**src/rtl/nn_stream_pkg.sv**
```systemverilog
// nn_stream_pkg
//   Shared definitions for the streaming layer pipeline: the serializer
//   state encoding and the meaning of the pause/freeze control levels
//   that both the serializer and the neuron side agree on.
package nn_stream_pkg;

    typedef enum logic [1:0] {
        SER_IDLE   = 2'd0,
        SER_STREAM = 2'd1,
        SER_DRAIN  = 2'd2,
        SER_FROZEN = 2'd3
    } ser_state_t;

    // pause: downstream accumulators hold while asserted.
    localparam logic PAUSE_HOLD     = 1'b1;
    localparam logic PAUSE_RUN      = 1'b0;
    // freeze: downstream results are final, neurons hold outputs.
    localparam logic FREEZE_HOLD    = 1'b1;
    localparam logic FREEZE_RELEASE = 1'b0;

endpackage

```
**src/rtl/layer_serializer.sv**
```systemverilog
// layer_serializer
//   Captures one layer's packed result bus and broadcasts it one element
//   per cycle to the next streaming layer, then waits a drain period and
//   freezes the downstream layer.
//
// Ports
//   clk, rst_n       clock (rising edge), synchronous active-low reset
//   in_valid/in_ready  frame handshake; in_ready is decoded from state
//   in_data          packed frame, element i at [DATA_WIDTH*i +: DATA_WIDTH]
//   hold             bubble request, only honored while streaming
//   stream_data      element broadcast to the downstream layer
//   pause            1 = stream_data not valid this cycle
//   freeze           1 = downstream results final
//   frame_done       one-cycle pulse on entry to FROZEN
module layer_serializer
    import nn_stream_pkg::*;
#(
    parameter int NUM_ELEM     = 10,
    parameter int DATA_WIDTH   = 16,
    parameter int DRAIN_CYCLES = 3
) (
    input  logic                           clk,
    input  logic                           rst_n,
    input  logic                           in_valid,
    output logic                           in_ready,
    input  logic [NUM_ELEM*DATA_WIDTH-1:0] in_data,
    input  logic                           hold,
    output logic [DATA_WIDTH-1:0]          stream_data,
    output logic                           pause,
    output logic                           freeze,
    output logic                           frame_done
);

    localparam int IDX_W      = (NUM_ELEM > 1) ? $clog2(NUM_ELEM) : 1;
    localparam int DRAIN_W    = (DRAIN_CYCLES > 1) ? $clog2(DRAIN_CYCLES) : 1;
    localparam int DRAIN_LAST = (DRAIN_CYCLES > 0) ? DRAIN_CYCLES - 1 : 0;

    ser_state_t                    state_q, state_d;
    logic [NUM_ELEM*DATA_WIDTH-1:0] frame_q;
    logic [IDX_W-1:0]              index_q, index_nxt;
    logic [DRAIN_W-1:0]            drain_q;
    logic [DATA_WIDTH-1:0]         data_q;
    logic                          pause_q, freeze_q, done_q;

    logic accept, step, last_elem, drain_end;
    logic pause_d, freeze_d, done_d;

    assign accept    = in_valid && in_ready;
    assign step      = (state_q == SER_STREAM) && !hold;
    assign last_elem = (index_q == IDX_W'(NUM_ELEM - 1));
    assign drain_end = (drain_q == DRAIN_W'(DRAIN_LAST));
    assign index_nxt = last_elem ? index_q : index_q + 1'b1;

    // State register.
    // NOTE: sequential state uses non-blocking assignments only, so every
    // register samples pre-edge values regardless of block ordering.
    always_ff @(posedge clk) begin
        if (!rst_n) state_q <= SER_IDLE;
        else        state_q <= state_d;
    end

    // Next-state logic.
    // NOTE: state_d gets a default first so no path leaves it unassigned,
    // which would otherwise infer a latch.
    always_comb begin
        state_d = state_q;
        unique case (state_q)
            SER_IDLE, SER_FROZEN: if (accept) state_d = SER_STREAM;
            SER_STREAM: if (step && last_elem)
                state_d = (DRAIN_CYCLES > 0) ? SER_DRAIN : SER_FROZEN;
            SER_DRAIN:  if (drain_end) state_d = SER_FROZEN;
            default:    state_d = SER_IDLE;
        endcase
    end

    // Output decode: in_ready is combinational, the rest are next values
    // for the output registers. hold folds into pause in its own cycle.
    always_comb begin
        in_ready = rst_n && ((state_q == SER_IDLE) || (state_q == SER_FROZEN));
        pause    = pause_q | ((state_q == SER_STREAM) && hold);
        pause_d  = (state_d == SER_STREAM) ? PAUSE_RUN : PAUSE_HOLD;
        freeze_d = (state_d == SER_FROZEN) ? FREEZE_HOLD : FREEZE_RELEASE;
        done_d   = (state_d == SER_FROZEN) && (state_q != SER_FROZEN);
    end

    // Datapath and registered outputs.
    // NOTE: frame_q carries no reset; it is only read after a handshake
    // has loaded it, so resetting it would buy nothing.
    always_ff @(posedge clk) begin
        if (accept) frame_q <= in_data;
    end

    always_ff @(posedge clk) begin
        if (!rst_n) begin
            index_q  <= '0;
            drain_q  <= '0;
            data_q   <= '0;
            pause_q  <= PAUSE_HOLD;
            freeze_q <= FREEZE_RELEASE;
            done_q   <= 1'b0;
        end else begin
            pause_q  <= pause_d;
            freeze_q <= freeze_d;
            done_q   <= done_d;
            // Counter restarts on every DRAIN entry.
            drain_q  <= (state_q == SER_DRAIN && state_d == SER_DRAIN)
                        ? drain_q + 1'b1 : '0;
            if (accept) begin
                index_q <= '0;
                data_q  <= in_data[DATA_WIDTH-1:0];
            end else if (step && !last_elem) begin
                index_q <= index_nxt;
                data_q  <= frame_q[DATA_WIDTH*int'(index_nxt) +: DATA_WIDTH];
            end
        end
    end

    assign stream_data = data_q;
    assign freeze      = freeze_q;
    assign frame_done  = done_q;

endmodule

```
**config.mk**
```make
export PLATFORM = sky130hd
export DESIGN_NAME = layer_serializer
export DESIGN_NICKNAME = d
export VERILOG_FILES = /design/src/rtl/nn_stream_pkg.sv /design/src/rtl/layer_serializer.sv
export SDC_FILE = /design/constraint.sdc
export NUM_CORES = 1
export LEC_CHECK = 0
export ABC_AREA = 0
export BUFFER_PORTS_ARGS = -buffer_cell sky130_fd_sc_hd__buf_2
export CAP_MARGIN = 30
export CORE_ASPECT_RATIO = 0.6
export CORE_MARGIN = 10
export CORE_UTILIZATION = 45
export CTS_BUF_LIST = sky130_fd_sc_hd__clkbuf_16
export DETAILED_ROUTE_END_ITERATION = 16
export GPL_TIMING_DRIVEN = 0
export PLACE_DENSITY = 0.71
export SLEW_MARGIN = 20
export SYNTH_ARGS = -nofsm -noshare
export SYNTH_HDL_FRONTEND = slang
export SYNTH_SLANG_ARGS = --single-unit
```
**constraint.sdc**
```tcl
create_clock -name clk -period 10 [get_ports clk]
set_input_delay 0 -clock clk [delete_from_list [all_inputs] [get_ports clk]]
set_output_delay 0 -clock clk [all_outputs]
set_load 0.01 [all_outputs]
```
Word-level counts from Yosys, hierarchy flattened
Cells that the tools add are included.

operators by class
  reduce and logical (&&, ||, !) cells = 16
  bitwise gates (word level) = 2
  mux-type cells = 9
  shift-type cells = 1
  eq/ne operators = 9
  add/sub/neg operators = 2

operators with widths
  kind                                           count
  variable part select 160 x 9 -> 16 bit         1
  2-to-1 mux 16 bit                              2
  == test 2 bit, second input constant           5
  logical AND 1 bit                              8
  2-to-1 mux 2 bit                               3
  case mux 2 bit (3 select lines)                1
  adder 4 x 1 -> 4 bit, second input constant    1
  == test 2 x 1 -> 1 bit, second input constant  2
  == test 4 bit, second input constant           1
  2-to-1 mux 4 bit                               1
  OR reduction 2 bit                             2
  adder 2 x 1 -> 2 bit, second input constant    1
  zero test 1 bit                                2
  zero test 2 bit                                1
  2-to-1 mux 1 bit                               2
  != test 2 bit, second input constant           1
  AND reduction 2 bit                            1
  nonzero test 2 bit                             1
  logical OR 1 bit                               1
  inverter 1 bit                                 1
  OR 1 bit                                       1

word-level totals
  register bits = 187

Longest topological paths before layout
  depth after elaboration = 9
  depth in mapped cells = 13

Worst setup path after synthesis
No wires, ideal clock.

  path kind = register -> register
  from = register state_q[0]
  to = register frame_q[0], enable pin
  arrival = 3,399 ps
  cell stages (with the launch flop) = 8
  data required time = 9,547 ps
  path slack = 6,148 ps
  cell sequence = dfxtp_1 inv_1 ha_1 and2_1 nand2_2 inv_2 buf_2 buf_2

between the ends
  word-level cells in the longest chain between the ends = 4
  elaborated cells on any way between the ends = 5
  classes of those cells = eq/ne (1); reduce/logical (4)

ends and longest elaborated chain
  element                                           RTL line                text
  start, declared                                   layer_serializer.sv:38  ser_state_t state_q, state_d;
  start signal, assigned                            layer_serializer.sv:59  else state_q <= state_d;
  == test 2 bit or zero test 2 bit (tied branches)  layer_serializer.sv:79  in_ready = rst_n && ((state_q == SER_IDLE) || (state_q == SER_FROZEN));
  logical OR 1 bit (*)                              layer_serializer.sv:79
  logical AND 1 bit (*)                             layer_serializer.sv:79
  named net in_ready                                layer_serializer.sv:25  output logic in_ready,
  logical AND 1 bit (*)                             layer_serializer.sv:48  assign accept = in_valid && in_ready;
  named net accept                                  layer_serializer.sv:45  logic accept, step, last_elem, drain_end;
  end signal, assigned                              layer_serializer.sv:90  if (accept) frame_q <= in_data;
  end, declared                                     layer_serializer.sv:39  logic [NUM_ELEM*DATA_WIDTH-1:0] frame_q;

The timed path passes the listed nets; every way through them passes the cells marked *.
A chain may end at the register's enable or synchronous reset.

Final worst setup path
  from = register index_q[1]
  to = register data_q[2], in the netlist stream_data[2]

between the ends
  word-level cells in the longest chain between the ends = 5
  elaborated cells on any way between the ends = 9
  classes of those cells = add/sub (1); eq/ne (1); shift (1); mux (3); reduce/logical (3)

ends and longest elaborated chain
  element                                                RTL line                                        text
  start, declared                                        layer_serializer.sv:40                          logic [IDX_W-1:0] index_q, index_nxt;
  start signal, assigned                                 layer_serializer.sv:112                         index_q <= index_nxt;
  adder 4 x 1 -> 4 bit or == test 4 bit (tied branches)  layer_serializer.sv:52, layer_serializer.sv:50
  2-to-1 mux 4 bit                                       layer_serializer.sv:52                          assign index_nxt = last_elem ? index_q : index_q + 1'b1;
  variable part select 160 x 9 -> 16 bit                 layer_serializer.sv:113                         data_q <= frame_q[DATA_WIDTH*int'(index_nxt) +: DATA_WIDTH];
  2-to-1 mux 16 bit                                      layer_serializer.sv:111                         end else if (step && !last_elem) begin
  2-to-1 mux 16 bit                                      layer_serializer.sv:108                         if (accept) begin
  end signal, assigned                                   layer_serializer.sv:110                         data_q <= in_data[DATA_WIDTH-1:0];
  end signal, assigned                                   layer_serializer.sv:113
  end, declared                                          layer_serializer.sv:42                          logic [DATA_WIDTH-1:0] data_q;

Several ways; a longest one is shown, not always the timed one. The select of a mux whose other input is x is not followed.

==> flow_summary_export.csv <==
group,metric,value,unit
outcome,status,"complete, no violations",
floorplan,design.die.area,24770,um^2
route,wl_per_cell,22.39,um
timing,fin_crit,3787,ps
clock_tree,cts_resized,0,
global_routing,overflow,0,
timing,period_share,37.87,%
global_routing,grt_pass1_vias,7022,
route,drt_iter0_markers,819,
timing,skew,9.259,ps
power_and_ir_drop,combPwrFrac,12.3,%
timing,slew_viol_final,0,
floorplan,die_y,126.0,um
route,viasPerCell,5.588,
worst_setup_path,cp_num_buf_inv,6,
logic_synthesis,synthSimpleGateAreaFrac,7.399,%
logic_synthesis,synth_top_family_by_area,"compound AO/OA/AOI/OAI gates",
clock_tree,clock_sink_count,187,
route,firstDrtPassIters,6,
layout,synthToLayoutAreaGrowth,41.70,%
timing,slew_headroom,47.61,%
logic_synthesis,yosys_register_bits,187,
clock_tree,numCtsBuffers,17,
logic_synthesis,async_flop_share,0,%
floorplan,rows,38,
worst_setup_path,worst_ep_arrival_time,4100,ps
layout,seqCellArea,5345,um^2
layout,final_cell_mix,"199 x buf_2, 162 x dlygate4sd3_1, 160 x edfxtp_1",
worst_setup_path,crit_slowest_cell,"buf_1",
layout,multi_input_area,2803,um^2
power_and_ir_drop,irDropWorstVdd,126.9,uV
timing,hold_violations,0,
logic_synthesis,synth_warnings,0,
route,wl,27340,um
logic_synthesis,synth-edff-count,160,
global_routing,grt_max_degree,90,
layout,drive_above_1_share,29.11,%
logic_synthesis,synthFlopType,"edfxtp_1",
power_and_ir_drop,power_switching_share,24.32,%
timing,fin_setup_tns,0,ps
worst_setup_path,cp.required,10320,ps
floorplan,start_util,46.25,%
timing,rsz0062_at_grt,"false",
logic_synthesis,synthXorXnorAreaFrac,0.5348,%
clock_tree,clockBufferDepth,2,
power_and_ir_drop,p_int,1.420,mW
global_routing,grt_usage,21.84,%
logic_synthesis,syn_area,8422,um^2
placement,portBuffers,182,
layout,num-nets-final,1137,
clock_tree,cts_root_buf,"clkbuf_16",
power_and_ir_drop,power_density,157.2,nW/um^2
logic_synthesis,synth_cell_types,55,
worst_setup_path,crit_path_max_incr_delay,620,ps
logic_synthesis,synth.area.mux_share,9.820,%
worst_setup_path,startpoint_type,"flip-flop",
clock_tree,clk_pin_slew_worst_paths,70,ps
global_routing,grt_pass1_wl,41620,um
timing,worst_pin_slew,785.9,ps
logic_synthesis,synthesis.nets,773,
clock_tree,tritoncts,"yes",
timing,fmax,264.1,MHz
power_and_ir_drop,total_power,1.876,mW
route,ant_nets,0,
floorplan,core,18210,um^2
power_and_ir_drop,p_seq_share,48.6,%
worst_setup_path,worstPathMaxFanout,10,
floorplan,die_x,196.6,um
placement,gp_congestion,0.8619,
worst_setup_path,worstSetupPathType,"flip-flop to flip-flop",
logic_synthesis,synthAdderAreaFrac,1.040,%
clock_tree,clock_latency,440,ps
clock_tree,cts_htree_levels,4,
layout,n_fill_cell,1346,
global_routing,antenna_found_initial,2,
power_and_ir_drop,clkPwrFrac,39.1,%
flow_run,drv_cap,0,
layout,final_common_cell,"buf_2",
worst_setup_path,path_delay_family,"buffers and inverters",
power_and_ir_drop,p_leak,4.592,nW
logic_synthesis,syn_inst,602,
logic_synthesis,synth_seq_area_share,63.47,%
power_and_ir_drop,p_switching,0.4564,mW
placement,dp_hpwl,18000,um
worst_hold_path,hold_path_class,"input port to flip-flop",
route,drt_drc_violations_left,0,
logic_synthesis,syn-mean-instance-area,13.99,um^2
worst_setup_path,endpoint_kind,"flip-flop",
floorplan,ios,184,
route,via_count,6823,
timing,setup_viol,0,
worst_setup_path,path_cells,"buf_4 -> buf_4 -> buf_2 -> inv_1 -> ha_1 -> buf_2 -> buf_1 -> mux4_2 -> nand2_1 -> nand2_1 -> a22oi_1 -> a21oi_1",
logic_synthesis,synth_compound_area_share,14.49,%
-- power groups by stage --
stage / combinational (mW) / clock (mW) / sequential, mW
6_report: 0.230 / 0.733 / 0.913
5_1_grt: 0.250 / 0.769 / 0.916
4_1_cts: 0.226 / 0.738 / 0.912
3_5_place_dp: 0.176 / 0 / 0.929
3_3_place_gp: 0.171 / 0 / 0.932
2_1_floorplan: 0.0984 / 0 / 0.927
-- final timing paths --
check / depth (start not counted) / slack (ps) / end / start
max: 12 / 6210 / stream_data[2] / index_q[1]
min: 5 / 40 / state_q[0] / hold
max reg2reg: 12 / 6210 / stream_data[2] / index_q[1]
min reg2reg: 1 / 410 / drain_q[0] / drain_q[0]
-- repair_timing --
item | CTS | global route
hold buffers | 162 | 0
buffers inserted | 0 | 0
endpoints found under the hold margin | 185 | 0
-- synthesized netlist by cell type (2+ instances only) --
master / number / area [um^2]
buf_1: 4 / 15.01
nand3b_1: 2 / 15.01
nor2b_1: 19 / 118.9
nor3_1: 9 / 45.04
o22ai_1: 25 / 156.4
a22oi_1: 8 / 60.06
edfxtp_1: 160 / 4805
clkbuf_1: 16 / 60.06
a32oi_1: 8 / 70.07
a311oi_1: 7 / 61.31
and3b_1: 2 / 17.52
nor2_1: 6 / 22.52
a221oi_1: 5 / 43.79
dfxtp_1: 27 / 540.5
inv_1: 6 / 22.52
nand4_1: 2 / 12.51
a221oi_2: 3 / 45.04
or3_1: 15 / 93.84
nand2_1: 43 / 161.4
a21o_1: 9 / 67.56
buf_6: 3 / 33.78
o32ai_1: 9 / 78.83
nand2b_1: 9 / 56.30
mux4_2: 18 / 405.4
mux2i_1: 23 / 230.2
buf_4: 6 / 45.04
a211oi_1: 23 / 172.7
mux2_4: 3 / 45.04
buf_2: 18 / 90.09
or2_2: 2 / 12.51
mux2_2: 12 / 135.1
o21ai_0: 27 / 135.1
a21oi_1: 27 / 135.1
o211ai_1: 16 / 120.1
a31oi_1: 2 / 12.51
ha_1: 7 / 87.58
and2_1: 3 / 18.77
-- metal layers --
metal | wire length [um] | vias to the layer above | global-route usage (%)
met4 | 420 | 0 | 5.770
met3 | 3142 | 26 | 7.525
met5 | 0 | - | 0
li1 | - | 3138 | -
met2 | 12440 | 366 | 33.45
met1 | 11330 | 3293 | 29.09
-- area by class of cell --
class / instances / area share, %
repair buffers: 345 / 21.45
plain buffers: 47 / 2.128
clock inverters: 15 / 1.772
flip-flops and latches: 187 / 44.79
diodes: 2 / 0.04194
inverters: 8 / 0.2516
multi-input cells: 360 / 23.49
well taps: 240 / 2.516
clock buffers: 17 / 3.565
-- worst min-delay path: stages --
cell      delay (ps)
buf_2            100
o211ai_1         100
nand2_1           90
nand2_1          100
inv_1             70
-- metrics by stage --
step | std cells | utilization [%] | cell area [um^2] | hold slack (ps) | setup slack, ps
floorplan | 602 | - | 8422 | 98.87 | 6148
global placement | 1024 | 52.90 | 9633 | 176.7 | 5154
detailed placement | 1025 | 53.11 | 9671 | 178.1 | 6284
CTS | 1219 | 65.51 | 11930 | 21.85 | 6278
global route | 1220 | 65.52 | 11930 | 102.8 | 6097
finish | 1221 | 65.54 | 11930 | 40.23 | 6213
-- state kept, by name, indices dropped and copies added (netlist names) --
| register | count |
|---|---|
| state_q | 2 |
| pause_q | 1 |
| frame_done | 1 |
| index_q | 4 |
| drain_q | 2 |
| stream_data | 16 |
| freeze | 1 |
| frame_q | 160 |
-- cell families after synthesis --
| family | Yosys count |
|---|---|
| AOI/OAI and AO/OA | 175 |
| xor gates and xnor gates | 3 |
| adders and majority gates | 7 |
| buffers and inverters | 55 |
| DFF | 187 |
| muxes | 57 |
| and+or+nand+nor | 118 |
No activity file was read; power rests on OpenSTA's default activity.
